## src/rtl/afifo_pkg.sv

```systemverilog
// Default geometry for the afifo block; the module exposes these as overridable parameters.
package afifo_pkg;
    localparam int AFIFO_WIDTH = 3;
    localparam int AFIFO_DEPTH = 8;
    localparam int AFIFO_AW    = 3;
endpackage

```

## src/rtl/afifo.sv

```systemverilog
// Single-clock FIFO with wrap-bit pointers, registered read data and combinational flags.
// rclk is a legacy port only; every register is clocked by wclk.
module afifo
    import afifo_pkg::*;
#(
    parameter int WIDTH = AFIFO_WIDTH,
    parameter int DEPTH = AFIFO_DEPTH,
    parameter int AW    = AFIFO_AW
) (
    input  logic             wclk,
    input  logic             rst,
    input  logic             rclk,
    input  logic             wen,
    input  logic             ren,
    input  logic [WIDTH-1:0] datain,
    output logic [WIDTH-1:0] dataout,
    output logic             full,
    output logic             empty
);

    localparam logic [AW:0] PTR_ONE = {{AW{1'b0}}, 1'b1};

    logic [AW:0]      wptr;
    logic [AW:0]      rptr;
    logic [WIDTH-1:0] mem [DEPTH];
    logic             do_write;
    logic             do_read;
    logic             unused_rclk;

    assign unused_rclk = rclk;

    // Pointer / flag block: equal pointers mean empty, differing wrap bits with equal addresses mean full.
    assign empty    = (wptr == rptr);
    assign full     = (wptr[AW] != rptr[AW]) && (wptr[AW-1:0] == rptr[AW-1:0]);
    assign do_write = wen && !full;
    assign do_read  = ren && !empty;

    always_ff @(posedge wclk or posedge rst) begin
        if (rst) begin
            wptr <= '0;
            rptr <= '0;
        end else begin
            if (do_write) wptr <= wptr + PTR_ONE;
            if (do_read)  rptr <= rptr + PTR_ONE;
        end
    end

    // Memory write block: contents are not reset, pointers alone define what is valid.
    always_ff @(posedge wclk) begin
        if (do_write) mem[wptr[AW-1:0]] <= datain;
    end

    // Registered read block.
    always_ff @(posedge wclk or posedge rst) begin
        if (rst) begin
            dataout <= '0;
        end else if (do_read) begin
            dataout <= mem[rptr[AW-1:0]];
        end
    end

endmodule

```

## config.mk

```make
export PLATFORM = sky130hd
export DESIGN_NAME = afifo
export DESIGN_NICKNAME = d
export VERILOG_FILES = /design/src/rtl/afifo_pkg.sv /design/src/rtl/afifo.sv
export SDC_FILE = /design/constraint.sdc
export NUM_CORES = 1
export LEC_CHECK = 0
export CORE_ASPECT_RATIO = 1.4
export CORE_MARGIN = 2
export CORE_UTILIZATION = 55
export CTS_BUF_LIST = sky130_fd_sc_hd__clkbuf_16
export DETAILED_ROUTE_END_ITERATION = 16
export DONT_BUFFER_PORTS = 1
export GPL_TIMING_DRIVEN = 1
export PLACE_DENSITY = 0.73
export SLEW_MARGIN = 10
export SYNTH_ARGS = -nofsm -noshare
export SYNTH_HDL_FRONTEND = slang
export SYNTH_SLANG_ARGS = --single-unit
export TNS_END_PERCENT = 10
```

## constraint.sdc

```tcl
create_clock -name wclk -period 1.9 [get_ports wclk]
set_input_delay 0.38 -clock wclk [delete_from_list [all_inputs] [get_ports wclk]]
set_output_delay 0.38 -clock wclk [all_outputs]
set_load 0.05 [all_outputs]
```

==> run metrics, run 1 <==
vias in the first global route=949; switching power=1.365 mW; Ys Warns=0; most frequent cell after synthesis=edfxtp_1; max_cap viols=0; CP delay by family, top=flip-flops; layout cell share with drive strength beyond 1=0.3667; register area share after synthesis=0.6243; Worst Tran Pin Value=0.4979 ns; Worst-Skew Late Latency=0.27 ns; ANT nets after route=0; CTS H-tree depth=2; Switching Share=0.3491; DR pass1 iterations=4; largest net degree at the start of global routing=12; Int Power=2.545 mW; Root Driver=clkbuf_16; VDD IR max=1304 uV; Multi-input gate area=586.8 um2; initial antenna violation count=0; vias per inst=5.369; worst path arrival time=1.51 ns; Starting Density=0.5657; CTS Buf Count=5; Rel. slew slack=0.6681; Die Span Y=67.72 um; vias after detailed routing=843; top-area cell type share of the netlist area=0.4518; Layout area overhead=25.26%; Post-Syn Nets=106; Final Hold Fails=0; count of state elements after synthesis=35; crit end category=output pin; status=completed; Max FO, Critical Path=2; Total Wirelength=2753 um; CP Class=flip-flop to output pin; PortBufs=0; PD cells=1957 nW/um2; final core occ=0.7085; CTS tree=built; Sequential Power Share=0.338; crit share post-route=0.9946; WP data required=1.52 ns; Site Rows=23; number of fill cells in the layout=194; Tot Pwr=3.909 mW; flip-flop and latch area=1001 um2; Max Fclk=0.5292 GHz; synthesized area=1595 um2; Min Clock Period, post-route=1.890 ns; Sink Count=35; RSZ-0062 raised after global routing=yes; WP buf/inv=1; Placer Congestion=0.7182; DIE WIDTH=49.52 um; Syn Inst Count=96; synth unique cells=24; Async SR Flop Fraction=0.3143; CP max stage delay=0.44 ns; I/O pin count=13; Die ar.=3353 um2; diode count=0; hold crit path type=input port to flip-flop; CP startpoint kind=flip-flop; Core Box Area=2820 um2; Leakage=0.7897 nW; main flop type after synthesis=edfxtp_1; # nets final=129; drt drc=0; synth cell count leaders=24 x edfxtp_1, 11 x dfrtp_1, 8 x nor2_1; Area contributors post-synth=edfxtp_1 45%, dfrtp_1 17%, mux4_1 9.9%; CP max-delay cell=dfrtp_2; clock buffer depth=2; crit-path cells=xor2_4, or2_4, nor3_2, buf_6; first-pass GRT wire length=4498 um; Setup Skew=0.004080 ns; Reg clk slew, reported paths=0.05 ns; # setup viols final=0; Clk pwr share=0.260; routed len/inst=17.54 um; Logic pwr share=0.402; cell taking the most area after synthesis=edfxtp_1; max-slew violation count=0; hpwl dp=1863 um; number of synthesized flops with an enable pin=24; syn avg cell area=16.62 um2; GRT Resource Usage Total=0.1986; GRT overflow=0; number of DRC markers in iteration 0=5
worst reg2reg max path, cell delays in order, from the launching register on:
cell      delay, ns
dfrtp_2        0.44
xor2_4         0.20
buf_4          0.15
o41ai_4        0.35
nand2b_1       0.19
buf_4          0.14
nor2_1         0.09
layout by cell type (no fill, tap or decap):
master,n
nor2_1,7
dfrtp_2,4
inv_1,5
nand2b_1,3
mux4_1,6
xor2_4,2
nor3_4,1
bufinv_16,2
edfxtp_1,24
xor2_1,5
nand2_1,6
clkbuf_16,5
nor3_2,3
buf_6,2
nor3_1,1
or2_2,1
or2_4,1
dfrtp_1,7
nand3_1,1
o21ai_0,2
xnor2_1,2
o21ai_1,1
o41ai_4,2
mux2i_1,3
dlygate4sd3_1,1
xor2_2,1
ha_1,2
buf_4,17
mux2_4,1
nor2_2,1
mux2_2,1
layer usage:
layer,routed length [um],track usage,part of all wire
met2,1511,0.3615,0.55
met1,960,0.1798,0.35
met4,166,0.1701,0.060
met3,115,0.05752,0.042
met5,0,0,0
final cells by class:
cell class | count | share of cell area
Sequential cell | 35 | 0.5009
Multi-Input combinational cell | 53 | 0.2937
Timing Repair Buffer | 20 | 0.08015
Clock buffer | 5 | 0.06262
Clock inverter | 3 | 0.03193
Tap cell | 37 | 0.02317
Inverter | 4 | 0.007514
cell families (layout without fill, tap and decap cells):
group	count (synthesis)	in the layout	share of synthesized area
flops	35	35	0.6243
simple gates	25	25	0.07451
mux	11	11	0.1341
xor+xnor	10	10	0.07608
buf+inv	8	32	0.03137
compound gates	5	5	0.04392
fa+ha+maj	2	2	0.01568
power groups by stage:
stage | logic, mW | clock network [mW] | registers (mW)
2_1_floorplan | 1.03 | 0 | 1.26
3_3_place_gp | 1.29 | 0 | 1.30
3_5_place_dp | 1.33 | 0 | 1.31
4_1_cts | 1.56 | 1.03 | 1.32
5_1_grt | 1.70 | 1.07 | 1.34
6_report | 1.57 | 1.02 | 1.32
state kept, by name (all words and copies together) (netlist names):
name	count
dataout	3
wptr	4
mem	24
rptr	4
what timing repair did:
action,4_1_cts,5_1_grt
setup buffers,4,0
gates cloned,0,0
hold buffers,1,0
pin swaps,4,1
setup endpoints to repair,2,9
endpoints found under the hold margin,11,0
gates resized for setup,8,4
path summary, 6_finish.rpt:
path	start	slack, ns	cells past startpoint	endpoint
min in group asynchronous	rst	0.53	2	dataout[1]
setup reg to reg	wptr[1]	0.09	6	mem[4][1]
hold reg to reg	wptr[3]	0.55	1	wptr[3]
max in group asynchronous	rst	1.05	2	wptr[1]
hold / removal	datain[2]	0.20	0	mem[6][2]
setup / recovery	wptr[0]	0.01	4	empty
metrics by stage:
step	TNS (ns)	instances	worst slack [ns]	cell area (um2)	hold slack, ns
CTS	-0.02554	157	-0.02554	1987	0.1938
global placement	0	144	0.09401	1729	0.2743
global route	-0.06479	157	-0.05068	1998	0.1890
floorplan	-0.2916	96	-0.1458	1605	0.2324
finish	0	157	0.01020	1998	0.1990
detailed placement	0	144	0.08753	1729	0.2792
Note: power is estimated with default switching activity, not from simulation.
==> run 2: changes to the inputs <==
GPL_TIMING_DRIVEN = 0   (was 1)
==> run metrics, run 2 (synthesized netlist as in run 1, its figures left out) <==
Worst-Skew Late Latency=0.28 ns (about the same); number of DRC markers in iteration 0=13 (+8); RSZ-0062 raised after global routing=yes; GRT overflow=0 (unchanged); number of fill cells in the layout=186 (-4.1%); drt drc=0 (unchanged); hpwl dp=1746 um (-6.3%); hold_ws=0.1961 ns (-0.002907 ns); Final Instance Area=2003 um2 (+0.25%); status=complete, but fails checks; commonest non-fill, non-tap cells in the layout=24 x edfxtp_1, 13 x buf_4, 9 x dfrtp_1; first-pass GRT wire length=4402 um (-2.1%); Core Box Area=2820 um2 (unchanged); CTS Buf Count=5 (unchanged); clock buffer depth=2 (unchanged); Die ar.=3353 um2 (unchanged); CP startpoint kind=flip-flop; PortBufs=0 (unchanged); GRT Resource Usage Total=0.1906 (-0.008068); Min Clock Period, post-route=2.038 ns (+0.1480 ns); Setup Skew=0.001480 ns (-0.002601 ns); diode count=0 (unchanged); Rel. slew slack=0.5778 (-0.09023); WP data required=1.52 ns (about the same); worst path arrival time=1.66 ns (+0.15 ns); ANT nets after route=0 (unchanged); routed len/inst=17.74 um (+1.2%); CTS tree=built; Leakage=0.7764 nW (-1.7%); Non-Filler Instances=154 (-1.9%); crit end category=output pin; Total Wirelength=2732 um (-0.76%); Max Fclk=0.4907 GHz (-7.3%); I/O pin count=13 (unchanged); min setup slack post-route=-0.1378 ns (-0.1480 ns); layout cell share with drive strength beyond 1=0.4017 (+0.03504); vias in the first global route=851 (-10%); # nets final=126 (-2.3%); max-slew violation count=0 (unchanged); Layout area overhead=25.57%; CP Class=flip-flop to output pin; VDD IR max=964.4 uV (-26%); PD cells=1898 nW/um2 (-3.0%); max_cap viols=0 (unchanged); Sink Count=35 (unchanged); Reg clk slew, reported paths=0.05 ns (about the same); Starting Density=0.5657 (unchanged); initial antenna violation count=0 (unchanged); flip-flop and latch area=998.5 um2 (-0.25%); vias after detailed routing=824 (-2.3%); Die Span Y=67.72 um (unchanged); # setup viols final=31 (+31); violated checks=negative setup slack; number of flip-flops in the largest register=24 (unchanged); Root Driver=clkbuf_16; CTS H-tree depth=2 (unchanged); hold crit path type=input port to flip-flop; Max FO, Critical Path=2 (unchanged); Site Rows=23 (unchanged); vias per inst=5.351 (-0.35%); area post-placement=1652 um2 (-4.5%); commonest non-fill, non-tap cell in the layout=edfxtp_1; Worst Tran Pin Value=0.6311 ns (+0.1332 ns); Placed Instances=133 (-7.6%); DR pass1 iterations=4 (unchanged); Placer Congestion=0.6722 (-6.4%); crit share post-route=1.073 (+0.07790); DIE WIDTH=49.52 um (unchanged); Final Hold Fails=0 (unchanged); Multi-input gate area=659.4 um2 (+12%); largest net degree at the start of global routing=14 (+2)
-- run 2: where the power goes --
part,internal (mW),leakage [nW],switching (mW)
Sequential,1.03,0.347,0.249
Combinational,0.795,0.363,0.937
Clock,0.488,0.0664,0.302
-- run 2: final cells by class --
class | count | area share
flip-flops and latches | 35 | 0.4984
multi-input cells | 53 | 0.3292
clock buffers | 5 | 0.06246
repair buffers | 13 | 0.04997
well taps | 37 | 0.02311
plain buffers | 4 | 0.01749
clock inverters | 3 | 0.01187
inverters | 4 | 0.007495
-- run 2: what timing repair did --
item	4_1_cts	5_1_grt
hold buffers	1	0
endpoints found under the hold margin	11	0
buffers inserted	7	5
endpoints found under the setup margin	23	36
resized for setup	18	6
pin swaps	4	6
-- run 2: layer usage --
metal / GRT usage / wire length (um) / part of all wire
met2: 0.3581 / 1596 / 0.58
met3: 0.04646 / 68 / 0.025
met1: 0.1940 / 1023 / 0.37
met5: 0 / 0 / 0
met4: 0.1042 / 43 / 0.016
-- run 2: worst max-delay path: stages, from the launching register on --
cell and delay (ns):
dfrtp_1 0.39, buf_6 0.14, xor2_4 0.14, or2_4 0.28
nor3_4 0.43
-- run 2: final timing paths --
check                                from         to  slack (ns)  cells past startpoint
worst max-delay path              rptr[1]       full       -0.14                      4
worst min-delay path            datain[2]  mem[6][2]        0.20                      0
worst max register to register    rptr[0]    wptr[1]       -0.11                      7
worst min register to register    wptr[3]    wptr[3]        0.55                      1
max in group asynchronous             rst    wptr[0]        1.05                      2
min in group asynchronous             rst    rptr[0]        0.53                      2
-- run 2: stage by stage --
stage / utilization / setup TNS [ns] / total power [mW] / setup slack (ns)
global route: 0.7103 / -4.611 / 3.996 / -0.1900
detailed placement: 0.5856 / -2.449 / 2.475 / -0.2571
CTS: 0.6890 / -1.891 / 3.659 / -0.1946
global placement: 0.5856 / -1.431 / 2.419 / -0.1963
floorplan: - / -0.2916 / 2.284 / -0.1458
finish: 0.7103 / -1.795 / 3.801 / -0.1378
